`config.mk`:
```
export PLATFORM = sky130hd
export DESIGN_NAME = uart_tx
export DESIGN_NICKNAME = d
export VERILOG_FILES = /design/src/rtl/uart_pkg.sv /design/src/rtl/flex_pts_sr.sv /design/src/rtl/uart_tx.sv
export SDC_FILE = /design/constraint.sdc
export NUM_CORES = 1
export LEC_CHECK = 0
export CORE_AREA = 2 2 56 45
export CTS_BUF_LIST = sky130_fd_sc_hd__clkbuf_8
export DETAILED_ROUTE_END_ITERATION = 6
export DIE_AREA = 0 0 58 47
export PLACE_DENSITY_LB_ADDON = 0.2
export SYNTH_ARGS = -nofsm -noshare
export SYNTH_HDL_FRONTEND = slang
export SYNTH_SLANG_ARGS = --single-unit
```
`constraint.sdc`:
```
create_clock -name clk -period 1.95 [get_ports clk]
set_input_delay 0.2925 -clock clk [delete_from_list [all_inputs] [get_ports clk]]
set_output_delay 0.2925 -clock clk [all_outputs]
set_load 0.005 [all_outputs]
```
`src/rtl/uart_pkg.sv`:
```
// Shared UART definitions: transmitter FSM states and serial line levels.
package uart_pkg;

  typedef enum logic [2:0] {
    IDLE  = 3'd0,
    START = 3'd1,
    DATA  = 3'd2,
    STOP  = 3'd3,
    DONE  = 3'd4
  } uart_state_e;

  localparam logic START_BIT = 1'b0;
  localparam logic STOP_BIT  = 1'b1;

endpackage

```
`src/rtl/flex_pts_sr.sv`:
```
// Parallel-to-serial shift register; vacated bits fill with ones so an idle
// or exhausted register presents a mark level.
module flex_pts_sr #(
  parameter int NUM_BITS  = 4,
  parameter bit SHIFT_MSB = 1'b0
) (
  input  logic                clk,
  input  logic                n_rst,
  input  logic                shift_enable,
  input  logic                load_enable,
  input  logic [NUM_BITS-1:0] parallel_in,
  output logic                serial_out
);

  logic [NUM_BITS-1:0] sr_q;
  logic [NUM_BITS-1:0] sr_d;

  // Load takes priority over shift.
  always_comb begin
    sr_d = sr_q;
    if (load_enable) begin
      sr_d = parallel_in;
    end else if (shift_enable) begin
      if (SHIFT_MSB) begin
        sr_d = {sr_q[NUM_BITS-2:0], 1'b1};
      end else begin
        sr_d = {1'b1, sr_q[NUM_BITS-1:1]};
      end
    end else begin
      sr_d = sr_q;
    end
  end

  // Shift register state.
  always_ff @(posedge clk or negedge n_rst) begin
    if (!n_rst) begin
      sr_q <= {NUM_BITS{1'b1}};
    end else begin
      sr_q <= sr_d;
    end
  end

  assign serial_out = SHIFT_MSB ? sr_q[NUM_BITS-1] : sr_q[0];

endmodule

```
`src/rtl/uart_tx.sv`:
```
// UART transmitter: start bit, DATA_BITS LSB-first payload, stop bit, with a
// one-cycle DONE state that also accepts the next frame.
module uart_tx
  import uart_pkg::*;
#(
  parameter int CLKS_PER_BIT = 10,
  parameter int DATA_BITS    = 8
) (
  input  logic                 clk,
  input  logic                 n_rst,
  input  logic [DATA_BITS-1:0] tx_data,
  input  logic                 tx_start,
  output logic                 tx_busy,
  output logic                 tx_done,
  output logic                 serial_out
);

  localparam int CW = $clog2(CLKS_PER_BIT);
  localparam int IW = (DATA_BITS > 1) ? $clog2(DATA_BITS) : 1;

  uart_state_e   state_q, state_d;
  logic [CW-1:0] cnt_q, cnt_d;
  logic [IW-1:0] idx_q, idx_d;
  logic          serial_q, serial_d;
  logic          busy_q, busy_d;
  logic          done_q, done_d;
  logic          load_s;
  logic          shift_s;
  logic          sr_bit_s;
  logic          wrap_s;

  assign wrap_s = (cnt_q == CW'(CLKS_PER_BIT - 1));

  flex_pts_sr #(
    .NUM_BITS (DATA_BITS),
    .SHIFT_MSB(1'b0)
  ) u_sr (
    .clk         (clk),
    .n_rst       (n_rst),
    .shift_enable(shift_s),
    .load_enable (load_s),
    .parallel_in (tx_data),
    .serial_out  (sr_bit_s)
  );

  // Next-state and registered-output logic. The line value for the next bit
  // is taken from the shifter in the same cycle the shifter advances.
  always_comb begin
    state_d  = state_q;
    cnt_d    = cnt_q;
    idx_d    = idx_q;
    serial_d = serial_q;
    busy_d   = busy_q;
    done_d   = 1'b0;
    load_s   = 1'b0;
    shift_s  = 1'b0;
    case (state_q)
      IDLE, DONE: begin
        if (tx_start) begin
          state_d  = START;
          cnt_d    = '0;
          idx_d    = '0;
          load_s   = 1'b1;
          serial_d = START_BIT;
          busy_d   = 1'b1;
        end else begin
          state_d  = IDLE;
          serial_d = STOP_BIT;
          busy_d   = 1'b0;
        end
      end
      START: begin
        if (wrap_s) begin
          state_d  = DATA;
          cnt_d    = '0;
          serial_d = sr_bit_s;
          shift_s  = 1'b1;
        end else begin
          cnt_d = cnt_q + CW'(1);
        end
      end
      DATA: begin
        if (wrap_s) begin
          cnt_d = '0;
          if (idx_q == IW'(DATA_BITS - 1)) begin
            state_d  = STOP;
            serial_d = STOP_BIT;
          end else begin
            idx_d    = idx_q + IW'(1);
            serial_d = sr_bit_s;
            shift_s  = 1'b1;
          end
        end else begin
          cnt_d = cnt_q + CW'(1);
        end
      end
      STOP: begin
        if (wrap_s) begin
          state_d  = DONE;
          cnt_d    = '0;
          serial_d = STOP_BIT;
          busy_d   = 1'b0;
          done_d   = 1'b1;
        end else begin
          cnt_d = cnt_q + CW'(1);
        end
      end
      default: begin
        state_d  = IDLE;
        cnt_d    = '0;
        idx_d    = '0;
        serial_d = STOP_BIT;
        busy_d   = 1'b0;
      end
    endcase
  end

  // State, counters and output registers; reset idles the line high.
  always_ff @(posedge clk or negedge n_rst) begin
    if (!n_rst) begin
      state_q  <= IDLE;
      cnt_q    <= '0;
      idx_q    <= '0;
      serial_q <= STOP_BIT;
      busy_q   <= 1'b0;
      done_q   <= 1'b0;
    end else begin
      state_q  <= state_d;
      cnt_q    <= cnt_d;
      idx_q    <= idx_d;
      serial_q <= serial_d;
      busy_q   <= busy_d;
      done_q   <= done_d;
    end
  end

  assign serial_out = serial_q;
  assign tx_busy    = busy_q;
  assign tx_done    = done_q;

endmodule

```
==> results by group, run 1 <==
Status
  – Run status: complete, no violations

Worst setup path
  – Crit-path max cell delay: 0.59 ns
  – Critical-path cell list: nor2b_1 -> o21a_2 -> o22a_1
  – CP Data Arrival Time: 1.93 ns
  – Critical Path Slowest Stage Cell: dfrtp_1
  – CP Capture Type: register
  – Critical-path maximum fanout: 14
  – Worst R2R Setup Slack: 0.22 ns
  – Worst EP required: 2.16 ns
  – RR Endpoint: u_sr.sr_q[7]
  – CP Class: register to register
  – Top delay family on crit path: flip-flops
  – R2r startpoint: state_q[0]
  – Critical path buffers and inverters: 0
  – Setup crit start kind: register
  – Worst Reg-to-Reg Cells: 3

Global route
  – Initial antenna violation count: 0
  – Total grt overflow: 0
  – Number of global-route vias before repair: 838
  – Tot GR Track Use: 20.2%
  – GR Util met2: 31.4%
  – Met3 GRT Util: 5.79%
  – Largest net degree at the start of global routing: 22
  – Met1 Usage GRT: 27.6%
  – First-pass GRT wire length: 4000 um
  – Gr busiest metal: met2

Timing
  – Final hold vios: 0
  – Finish-stage setup viols: 0
  – Max Freq: 579 MHz
  – Min Tclk post-route: 1.73 ns
  – Clock Skew: 0.00352 ns
  – Post-Route Setup TNS: 0 ns
  – Crit share post-route: 88.5%
  – Rel. slew slack: 58.5%
  – Slew Limit Fails: 0
  – RSZ-0062 raised after global routing: no
  – Tightest Pin Transition: 0.622 ns

Synthesis
  – Synth cell types: 40
  – Synthesized area: 1170 um^2
  – Avg Cell Area, Syn: 10.6 um^2
  – Dominant synthesized flop cell: dfrtp_1
  – Most common cell in the netlist: nand2_1
  – Post-synth top cells: nand2_1, o211ai_1, dfrtp_1
  – Post-synthesis sequential area ratio: 45.9%
  – Async set-reset flop share out of synthesis: 100%
  – Syn. warnings: 0
  – Syn_nets: 126
  – Yosys top cell by area: dfrtp_1
  – Cells after Synth: 110
  – EDFF count, synth: 0
  – #FFs+latches synth: 21
  – Area share of the largest cell type after synthesis: 25.7%
  – Top cells by area, synth: dfrtp_1, dfstp_2, o211ai_1

Floorplan
  – Row count: 15
  – Die Ht: 47 um
  – Io pins: 14
  – Core ar.: 2180 um^2
  – Chip width: 58 um
  – Initial Util: 53.7%
  – Die area: 2730 um^2

Power and ir drop
  – PwrDens: 560 nW/um^2
  – Maximum VDD drop: 0.494 mV
  – Leakage: 0.000562 uW
  – PnR Total Power: 754 uW

Cells and area
  – Layout net count: 140
  – Diodes inserted: 0
  – Layout cells sized above 1: 19.5%
  – Syn-to-layout area delta: 15.3%

Detailed routing
  – Wire per inst: 15.9 um
  – Via count: 900
  – Remaining antenna violation count after routing: 0
  – Detailed Route Iter0 Violations: 27
  – Total length of routed wires: 2350 um
  – Drt drc: 0
  – Detailed Routing Iterations Pass 1: 4
  – DR vias/cell: 6.08

CTS
  – Clock Path Buffers: 2
  – Post-cts resize count: 0
  – Post-CTS Setup Bufs: 0
  – H-tree depth: 1
  – Hold-fix buffers, CTS: 0
  – CTS tree: done
  – CTS buffer count: 3
  – CTS root buf: clkbuf_8
  – Sink Count: 21
  – Clock slew at reported path FFs: 0.07 ns
  – Clock Latency Late Sink: 0.26 ns

Job
  – Maxcap violations: 0

Min path
  – Worst min path class: primary input to asynchronous set/reset pin

Place
  – Hpwl dp: 1660 um
  – Port bufs: 13
  – Final Wtd Congestion: 0.774
per-layer routing:
metal | vias up | routed length, um
met2 | 24 | 1050
li1 | 436 | -
met5 | - | 0
met3 | 4 | 106
met4 | 0 | 21
met1 | 436 | 1170
sequential cells by signal, indices dropped and copies added (netlist names):
signal	cells
u_sr.sr_q	8
idx_q	3
cnt_q	4
tx_done	1
state_q	3
serial_out	1
tx_busy	1
where the power goes:
group / total, uW / internal (uW) / switching, uW
logic: 36.9 / 23.1 / 13.7
clock network: 277 / 140 / 136
registers: 441 / 440 / 1.17
cells in the final DEF (no fill, tap or decap), types with 4 or more instances in the layout:
cell and n:
nand2b_1 5, ha_1 5, nand2_1 15, buf_4 4
dfstp_2 9, o211ai_1 14, dfrtp_1 12, clkdlybuf4s50_1 13
cell type report:
class / instances / area (um^2)
Multi-Input combinational cell: 79 / 567
Sequential cell: 21 / 537
Clock buffer: 3 / 41.3
Inverter: 2 / 7.51
Timing Repair Buffer: 17 / 160
Clock inverter: 1 / 3.75
Fill cell: 198 / 830
Tap cell: 25 / 31.3
cell families (layout without fill, tap and decap cells):
family | Yosys count | after routing | synth area share (%)
compound gates | 32 | 32 | 21.8
xor+xnor | 1 | 1 | 0.750
fa+ha+maj | 5 | 5 | 5.35
buf+inv | 10 | 23 | 5.57
flops | 21 | 21 | 45.9
mux | 1 | 1 | 0.964
simple gates | 40 | 40 | 19.6
metrics by stage:
step                area [um^2]  setup WS (ns)  std cells  hold WS [ns]  util (%)
floorplan                  1170          0.350        110      -0.00309         -
global placement           1300          0.261        144         0.487      59.8
detailed placement         1300          0.233        144         0.486      59.8
CTS                        1350          0.240        148         0.371      61.9
global route               1350         0.0924        148         0.408      61.9
finish                     1350          0.224        148         0.369      61.9
worst max-delay path by stage:
stage | startpoint | end | slack [ns] | cells after the start
global placement | tx_start | u_sr.sr_q[7] | 0.26 | 3
CTS | cnt_q[0] | serial_out | 0.24 | 4
finish | state_q[0] | u_sr.sr_q[7] | 0.22 | 3
floorplan | cnt_q[0] | cnt_q[1] | 0.35 | 6
global route | state_q[0] | u_sr.sr_q[7] | 0.09 | 3
detailed placement | tx_start | u_sr.sr_q[7] | 0.23 | 3
No activity file was read; power rests on OpenSTA's default activity.
==> run 2: changes to the inputs <==
--- a/config.mk
+++ b/config.mk
@@ -7,9 +7,11 @@
 export LEC_CHECK = 0
 export CORE_AREA = 2 2 56 45
 export CTS_BUF_LIST = sky130_fd_sc_hd__clkbuf_8
+export CTS_CLUSTER_DIAMETER = 150
 export DETAILED_ROUTE_END_ITERATION = 6
 export DIE_AREA = 0 0 58 47
 export PLACE_DENSITY_LB_ADDON = 0.2
+export SLEW_MARGIN = 30
 export SYNTH_ARGS = -nofsm -noshare
 export SYNTH_HDL_FRONTEND = slang
 export SYNTH_SLANG_ARGS = --single-unit
==> constraint.sdc (replaced) <==
create_clock -name clk -period 1.8 [get_ports clk]
set_input_delay 0.27 -clock clk [delete_from_list [all_inputs] [get_ports clk]]
set_output_delay 0.27 -clock clk [all_outputs]
set_load 0.005 [all_outputs]
==> results by group, run 2 (synthesized netlist as in run 1, its figures left out) <==
Status
  – Run status: complete, no violations (unchanged)

Timing
  – Rel. slew slack: 76.2% (was 58.5%)
  – Finish-stage setup viols: 0 (unchanged)
  – Tightest Pin Transition: 0.348 ns (was 0.622 ns)
  – Slew Limit Fails: 0 (unchanged)
  – Post-Route Setup TNS: 0 ns (unchanged)
  – WHS: 0.345 ns (was 0.369 ns)
  – Clock Skew: 0.00292 ns (was 0.00352 ns)
  – Min Tclk post-route: 1.63 ns (was 1.73 ns)
  – Final hold vios: 0 (unchanged)
  – Max Freq: 614 MHz (was 579 MHz)
  – Crit share post-route: 90.4% (was 88.5%)
  – RSZ-0062 raised after global routing: no (unchanged)

Cells and area
  – Largest register by flop count: u_sr.sr_q (unchanged)
  – Layout net count: 144 (was 140)
  – Utilization after layout: 63.5% (was 61.9%)
  – Most frequent cells in the layout: nand2_1, o211ai_1, clkdlybuf4s50_1 (unchanged)
  – FF+latch area: 537 um^2 (unchanged)
  – Syn-to-layout area delta: 18.3% (was 15.3%)
  – Diodes inserted: 0 (unchanged)
  – Commonest non-fill, non-tap cell in the layout: nand2_1 (unchanged)
  – Biggest regs: u_sr.sr_q: 8 flops, cnt_q: 4 flops (unchanged)
  – Layout cells sized above 1: 22.8% (was 19.5%)
  – FILL cells: 206 (was 198)
  – Footprint of the multi-input gates: 572 um^2 (was 567 um^2)
  – Max reg flops: 8 (unchanged)

Global route
  – First-pass GRT wire length: 4000 um (about the same)
  – Gr busiest metal: met2 (unchanged)
  – Largest net degree at the start of global routing: 22 (unchanged)
  – Number of global-route vias before repair: 881 (was 838)
  – Initial antenna violation count: 0 (unchanged)
  – Tot GR Track Use: 19.9% (was 20.2%)
  – Met3 GRT Util: 6.89% (was 5.79%)
  – Met1 Usage GRT: 26.7% (was 27.6%)
  – Total grt overflow: 0 (unchanged)
  – GR Util met2: 31.1% (was 31.4%)

Detailed routing
  – Remaining antenna violation count after routing: 0 (unchanged)
  – Via count: 890 (was 900)
  – Drt drc: 0 (unchanged)
  – Wire per inst: 14.6 um (was 15.9 um)
  – Detailed Route Iter0 Violations: 15 (was 27)
  – DR vias/cell: 5.86 (was 6.08)
  – Total length of routed wires: 2210 um (was 2350 um)
  – Detailed Routing Iterations Pass 1: 4 (unchanged)

Place
  – Hpwl dp: 1660 um (about the same)
  – Port bufs: 13 (unchanged)
  – Final Wtd Congestion: 0.762 (was 0.774)

Floorplan
  – Core ar.: 2180 um^2 (unchanged)
  – Row count: 15 (unchanged)
  – Die Ht: 47 um (unchanged)
  – Die area: 2730 um^2 (unchanged)
  – Initial Util: 53.7% (unchanged)
  – Io pins: 14 (unchanged)
  – Chip width: 58 um (unchanged)

Worst setup path
  – Critical Path Slowest Stage Cell: dfrtp_1 (unchanged)
  – Worst Reg-to-Reg Cells: 5 (was 3)
  – CP Class: register to register (unchanged)
  – Critical-path maximum fanout: 7 (was 14)
  – R2r startpoint: cnt_q[1] (was state_q[0])
  – Critical-path cell list: inv_1 -> ha_1 -> and3b_1 -> o221ai_1 -> mux2_2 (was nor2b_1 -> o21a_2 -> o22a_1)
  – Setup crit start kind: register (unchanged)
  – RR Endpoint: idx_q[0] (was u_sr.sr_q[7])
  – Worst EP required: 1.95 ns (was 2.16 ns)
  – Crit-path max cell delay: 0.40 ns (was 0.59 ns)
  – CP Data Arrival Time: 1.77 ns (was 1.93 ns)
  – Worst R2R Setup Slack: 0.17 ns (was 0.22 ns)
  – CP Capture Type: register (unchanged)

CTS
  – Clock Latency Late Sink: 0.26 ns (about the same)
  – Clock slew at reported path FFs: 0.07 ns (about the same)
  – CTS root buf: clkbuf_8 (unchanged)
  – Hold-fix buffers, CTS: 0 (unchanged)
  – Post-cts resize count: 0 (unchanged)
  – Sink Count: 21 (unchanged)
  – Clock Path Buffers: 2 (unchanged)
  – CTS buffer count: 3 (unchanged)
  – Post-CTS Setup Bufs: 0 (unchanged)
  – CTS tree: done (unchanged)
  – H-tree depth: 1 (unchanged)

Power and ir drop
  – Sequential cell fraction of total power: 58.6% (was 58.4%)
  – Sw Share: 19.9% (was 20.0%)
  – Int Power: 653 uW (was 603 uW)
  – Logic pwr share: 4.9% (about the same)
  – PwrDens: 590 nW/um^2 (was 560 nW/um^2)
  – Maximum VDD drop: 0.684 mV (was 0.494 mV)
  – Leakage: 0.000581 uW (was 0.000562 uW)
  – PnR Total Power: 816 uW (was 754 uW)
  – Net switching power: 162 uW (was 151 uW)
  – Clock power share: 36.6% (was 36.7%)

Job
  – Maxcap violations: 0 (unchanged)

Min path
  – Worst min path class: primary input to asynchronous set/reset pin (unchanged)
[run 2: cell types whose count changed in the layout (fill, tap and decap cells not counted)]
cell   before  now
buf_4       4    8
or3_1       2    1
or3_4       0    1
[run 2: cell type report]
type | count | share of cell area (%)
multi-input cells | 79 | 41.4
clock buffers | 3 | 2.99
clock inverters | 1 | 0.271
inverters | 2 | 0.543
flip-flops and latches | 21 | 38.8
repair buffers | 21 | 13.8
well taps | 25 | 2.26
[run 2: metal layers]
layer / part of all wire, % / wire length, um / vias up
met3: 5.1 / 112 / 4
met2: 43 / 958 / 13
met4: 1.1 / 25 / 0
met5: 0 / 0 / -
met1: 50 / 1120 / 427
li1: - / - / 446
[run 2: critical path, delay by kind of cell, from the launching register on]
kind / cells / cell delay (ns)
DFF: 1 / 0.40
adders and majority gates: 1 / 0.19
muxes: 1 / 0.30
AOI/OAI and AO/OA: 1 / 0.22
buffers and inverters: 1 / 0.09
and+or+nand+nor: 1 / 0.31
[run 2: worst max-delay path by stage]
stage	start	slack, ns	end	cells after the start
after floorplan	cnt_q[0]	0.20	cnt_q[1]	6
after global placement	tx_start	0.13	u_sr.sr_q[7]	3
after detailed placement	tx_start	0.11	u_sr.sr_q[7]	3
after CTS	cnt_q[1]	0.12	serial_out	5
after global routing	cnt_q[1]	0.04	idx_q[0]	5
final	cnt_q[1]	0.17	idx_q[0]	5
[run 2: through the flow]
stage / instances / setup slack, ns / cell area (um^2)
after floorplan: 110 / 0.200 / 1170
after global placement: 148 / 0.130 / 1330
after detailed placement: 148 / 0.112 / 1330
after CTS: 152 / 0.117 / 1380
after global routing: 152 / 0.0433 / 1380
final: 152 / 0.172 / 1380
[run 2: power groups by stage]
| stage | clock network (uW) | registers (uW) | logic (uW) |
|---|---|---|---|
| floorplan | 0 | 486 | 4.33 |
| global placement | 0 | 486 | 39.8 |
| detailed placement | 0 | 486 | 40.5 |
| CTS | 314 | 477 | 40.6 |
| global route | 327 | 478 | 44.3 |
| finish | 298 | 478 | 39.6 |
==> run 3: changes to the inputs <==
--- a/config.mk
+++ b/config.mk
@@ -5,6 +5,7 @@
 export SDC_FILE = /design/constraint.sdc
 export NUM_CORES = 1
 export LEC_CHECK = 0
+export ABC_AREA = 1
 export CORE_AREA = 2 2 56 45
 export CTS_BUF_LIST = sky130_fd_sc_hd__clkbuf_8
 export CTS_CLUSTER_DIAMETER = 150
==> results by group, run 3 <==
Status
  – Run status: complete, no violations (unchanged)

Synthesis
  – Syn. warnings: 0 (unchanged)
  – Yosys top cell by area: dfrtp_1 (unchanged)
  – Async set-reset flop share out of synthesis: 100% (unchanged)
  – Avg Cell Area, Syn: 8.18 um^2 (was 10.6 um^2)
  – Top cells by area, synth: dfrtp_1, dfstp_2, nand2_1 (was dfrtp_1, dfstp_2, o211ai_1)
  – Most common cell in the netlist: nand2_1 (unchanged)
  – Post-synth top cells: nand2_1, dfrtp_1, dfstp_2, nand4_1, inv_1 (was nand2_1, o211ai_1, dfrtp_1)
  – Cells after Synth: 145 (was 110)
  – Area share of the largest cell type after synthesis: 25.3% (was 25.7%)
  – Synth cell types: 27 (was 40)
  – #FFs+latches synth: 21 (unchanged)
  – Dominant synthesized flop cell: dfrtp_1 (unchanged)
  – EDFF count, synth: 0 (unchanged)
  – Syn_nets: 161 (was 126)
  – Synthesized area: 1190 um^2 (was 1170 um^2)
  – Post-synthesis sequential area ratio: 45.3% (was 45.9%)

Timing
  – Min Tclk post-route: 1.55 ns (was 1.63 ns)
  – RSZ-0062 raised after global routing: no (unchanged)
  – Crit share post-route: 86.1% (was 90.4%)
  – Rel. slew slack: 82.2% (was 76.2%)
  – Setup ws final: 0.251 ns (was 0.172 ns)
  – Finish-stage setup viols: 0 (unchanged)
  – Clock Skew: 0.00130 ns (was 0.00292 ns)
  – Post-Route Setup TNS: 0 ns (unchanged)
  – Max Freq: 645 MHz (was 614 MHz)
  – Final hold vios: 0 (unchanged)
  – Tightest Pin Transition: 0.267 ns (was 0.348 ns)
  – Slew Limit Fails: 0 (unchanged)

Power and ir drop
  – Maximum VDD drop: 0.625 mV (was 0.684 mV)
  – PwrDens: 577 nW/um^2 (was 590 nW/um^2)
  – Leakage: 0.000686 uW (was 0.000581 uW)

CTS
  – CTS root buf: clkbuf_8 (unchanged)
  – Sink Count: 21 (unchanged)
  – Hold-fix buffers, CTS: 0 (unchanged)
  – Clock Path Buffers: 2 (unchanged)
  – CTS tree: done (unchanged)
  – Post-CTS Setup Bufs: 0 (unchanged)
  – H-tree depth: 1 (unchanged)
  – Post-cts resize count: 0 (unchanged)
  – Clock slew at reported path FFs: 0.07 ns (about the same)
  – Clock Latency Late Sink: 0.26 ns (about the same)
  – CTS buffer count: 3 (unchanged)

Detailed routing
  – Detailed Route Iter0 Violations: 25 (was 15)
  – Via count: 980 (was 890)
  – Drt drc: 0 (unchanged)
  – Remaining antenna violation count after routing: 0 (unchanged)
  – Total length of routed wires: 2230 um (was 2210 um)
  – DR vias/cell: 5.24 (was 5.86)
  – Detailed Routing Iterations Pass 1: 4 (unchanged)
  – Wire per inst: 11.9 um (was 14.6 um)

Floorplan
  – Die area: 2730 um^2 (unchanged)
  – Die Ht: 47 um (unchanged)
  – Chip width: 58 um (unchanged)
  – Initial Util: 54.5% (was 53.7%)
  – Core ar.: 2180 um^2 (unchanged)
  – Io pins: 14 (unchanged)
  – Row count: 15 (unchanged)

Worst setup path
  – Critical-path maximum fanout: 2 (was 7)
  – Setup crit start kind: register (unchanged)
  – CP Data Arrival Time: 1.28 ns (was 1.77 ns)
  – Crit-path max cell delay: 0.53 ns (was 0.40 ns)
  – Critical Path Slowest Stage Cell: dfstp_2 (was dfrtp_1)
  – Top delay family on crit path: flip-flops (unchanged)
  – CP Capture Type: output port (was register)
  – Worst EP required: 1.53 ns (was 1.95 ns)
  – Critical path buffers and inverters: 1 (unchanged)
  – CP Class: register to output port (was register to register)
  – Critical-path cell list: clkdlybuf4s50_1 (was inv_1 -> ha_1 -> and3b_1 -> o221ai_1 -> mux2_2)

Job
  – Maxcap violations: 0 (unchanged)

Cells and area
  – Commonest non-fill, non-tap cell in the layout: nand2_1 (unchanged)
  – Layout cells sized above 1: 18.5% (was 22.8%)
  – Max reg flops: 8 (unchanged)
  – Diodes inserted: 0 (unchanged)
  – Syn-to-layout area delta: 17.3% (was 18.3%)
  – Largest register by flop count: u_sr.sr_q (unchanged)
  – Layout net count: 179 (was 144)
  – Biggest regs: u_sr.sr_q: 8 flops, cnt_q: 4 flops (unchanged)
  – Most frequent cells in the layout: nand2_1, clkdlybuf4s50_1, dfrtp_1 (was nand2_1, o211ai_1, clkdlybuf4s50_1)
  – Fin area: 1390 um^2 (was 1380 um^2)

Global route
  – Tot GR Track Use: 18.4% (was 19.9%)
  – Initial antenna violation count: 0 (unchanged)
  – Largest net degree at the start of global routing: 22 (unchanged)
  – Number of global-route vias before repair: 830 (was 881)
  – First-pass GRT wire length: 3750 um (was 4000 um)
  – Total grt overflow: 0 (unchanged)

Place
  – Port bufs: 13 (unchanged)
  – DP Worst Slack: 0.345 ns (was 0.112 ns)
  – Post-DP Area: 1350 um^2 (was 1330 um^2)
  – Hpwl dp: 1620 um (was 1660 um)
  – Final Wtd Congestion: 0.790 (was 0.762)

Min path
  – Worst min path class: primary input to asynchronous set/reset pin (unchanged)
[run 3: changes by cell type in the layout (fill, tap and decap cells not counted), sizes merged, moves of 3 or more]
cell    previous run  this run
nand3              0         8
inv                3        12
nor3b              3         0
nor2               3         8
o211ai            14         0
o41ai              3         0
nand4              0         9
nand2             15        62
buf                8         2
nand2b             5         0
o21ai              1         6
[run 3: worst paths after layout]
kind,startpoint,end,slack (ns),cells after the start
max,serial_out,serial_out,0.25,1
min,n_rst,state_q[2],0.35,2
max reg2reg,idx_q[0],u_sr.sr_q[3],0.27,7
min reg2reg,serial_out,serial_out,0.47,2
max in group asynchronous,n_rst,u_sr.sr_q[4],1.18,2
min in group clk,serial_out,serial_out,0.47,2
[run 3: report_power, final]
part	total [uW]	internal [uW]	leakage, uW	switching, uW
Clock	298	152	0.0000269	146
Sequential	473	473	0.000236	0
Combinational	31.9	20.2	0.000423	11.7
[run 3: cells by family (layout without fill, tap and decap cells)]
family | after synthesis | in the layout | synth area share [%]
buf+inv | 13 | 30 | 4.85
xor+xnor | 1 | 1 | 0.739
compound gates | 11 | 11 | 5.38
fa+ha+maj | 5 | 5 | 5.27
flops | 21 | 21 | 45.3
simple gates | 94 | 94 | 38.5
[run 3: cell type report]
class | instances | area, um^2
Inverter | 11 | 41.3
Tap cell | 25 | 31.3
Sequential cell | 21 | 537
Timing Repair Buffer | 15 | 145
Clock inverter | 1 | 3.75
Clock buffer | 3 | 41.3
Fill cell | 193 | 786
Multi-Input combinational cell | 111 | 592
[run 3: per-layer routing]
| layer | track usage [%] | wire length, um | share of wire, % |
|---|---|---|---|
| met5 | 0 | 0 | 0 |
| met3 | 4.96 | 116 | 5.2 |
| met4 | 4.19 | 18 | 0.81 |
| met1 | 25.7 | 1120 | 50 |
| met2 | 29.3 | 974 | 44 |
[run 3: per-stage QoR]
stage	hold slack (ns)	cells	utilization [%]	total power, uW
after global placement	0.464	183	61.8	513
after detailed placement	0.462	183	61.8	513
after global routing	0.367	187	63.9	831
after CTS	0.359	187	63.9	811
after floorplan	-0.0256	145	-	481
final	0.351	187	63.9	803
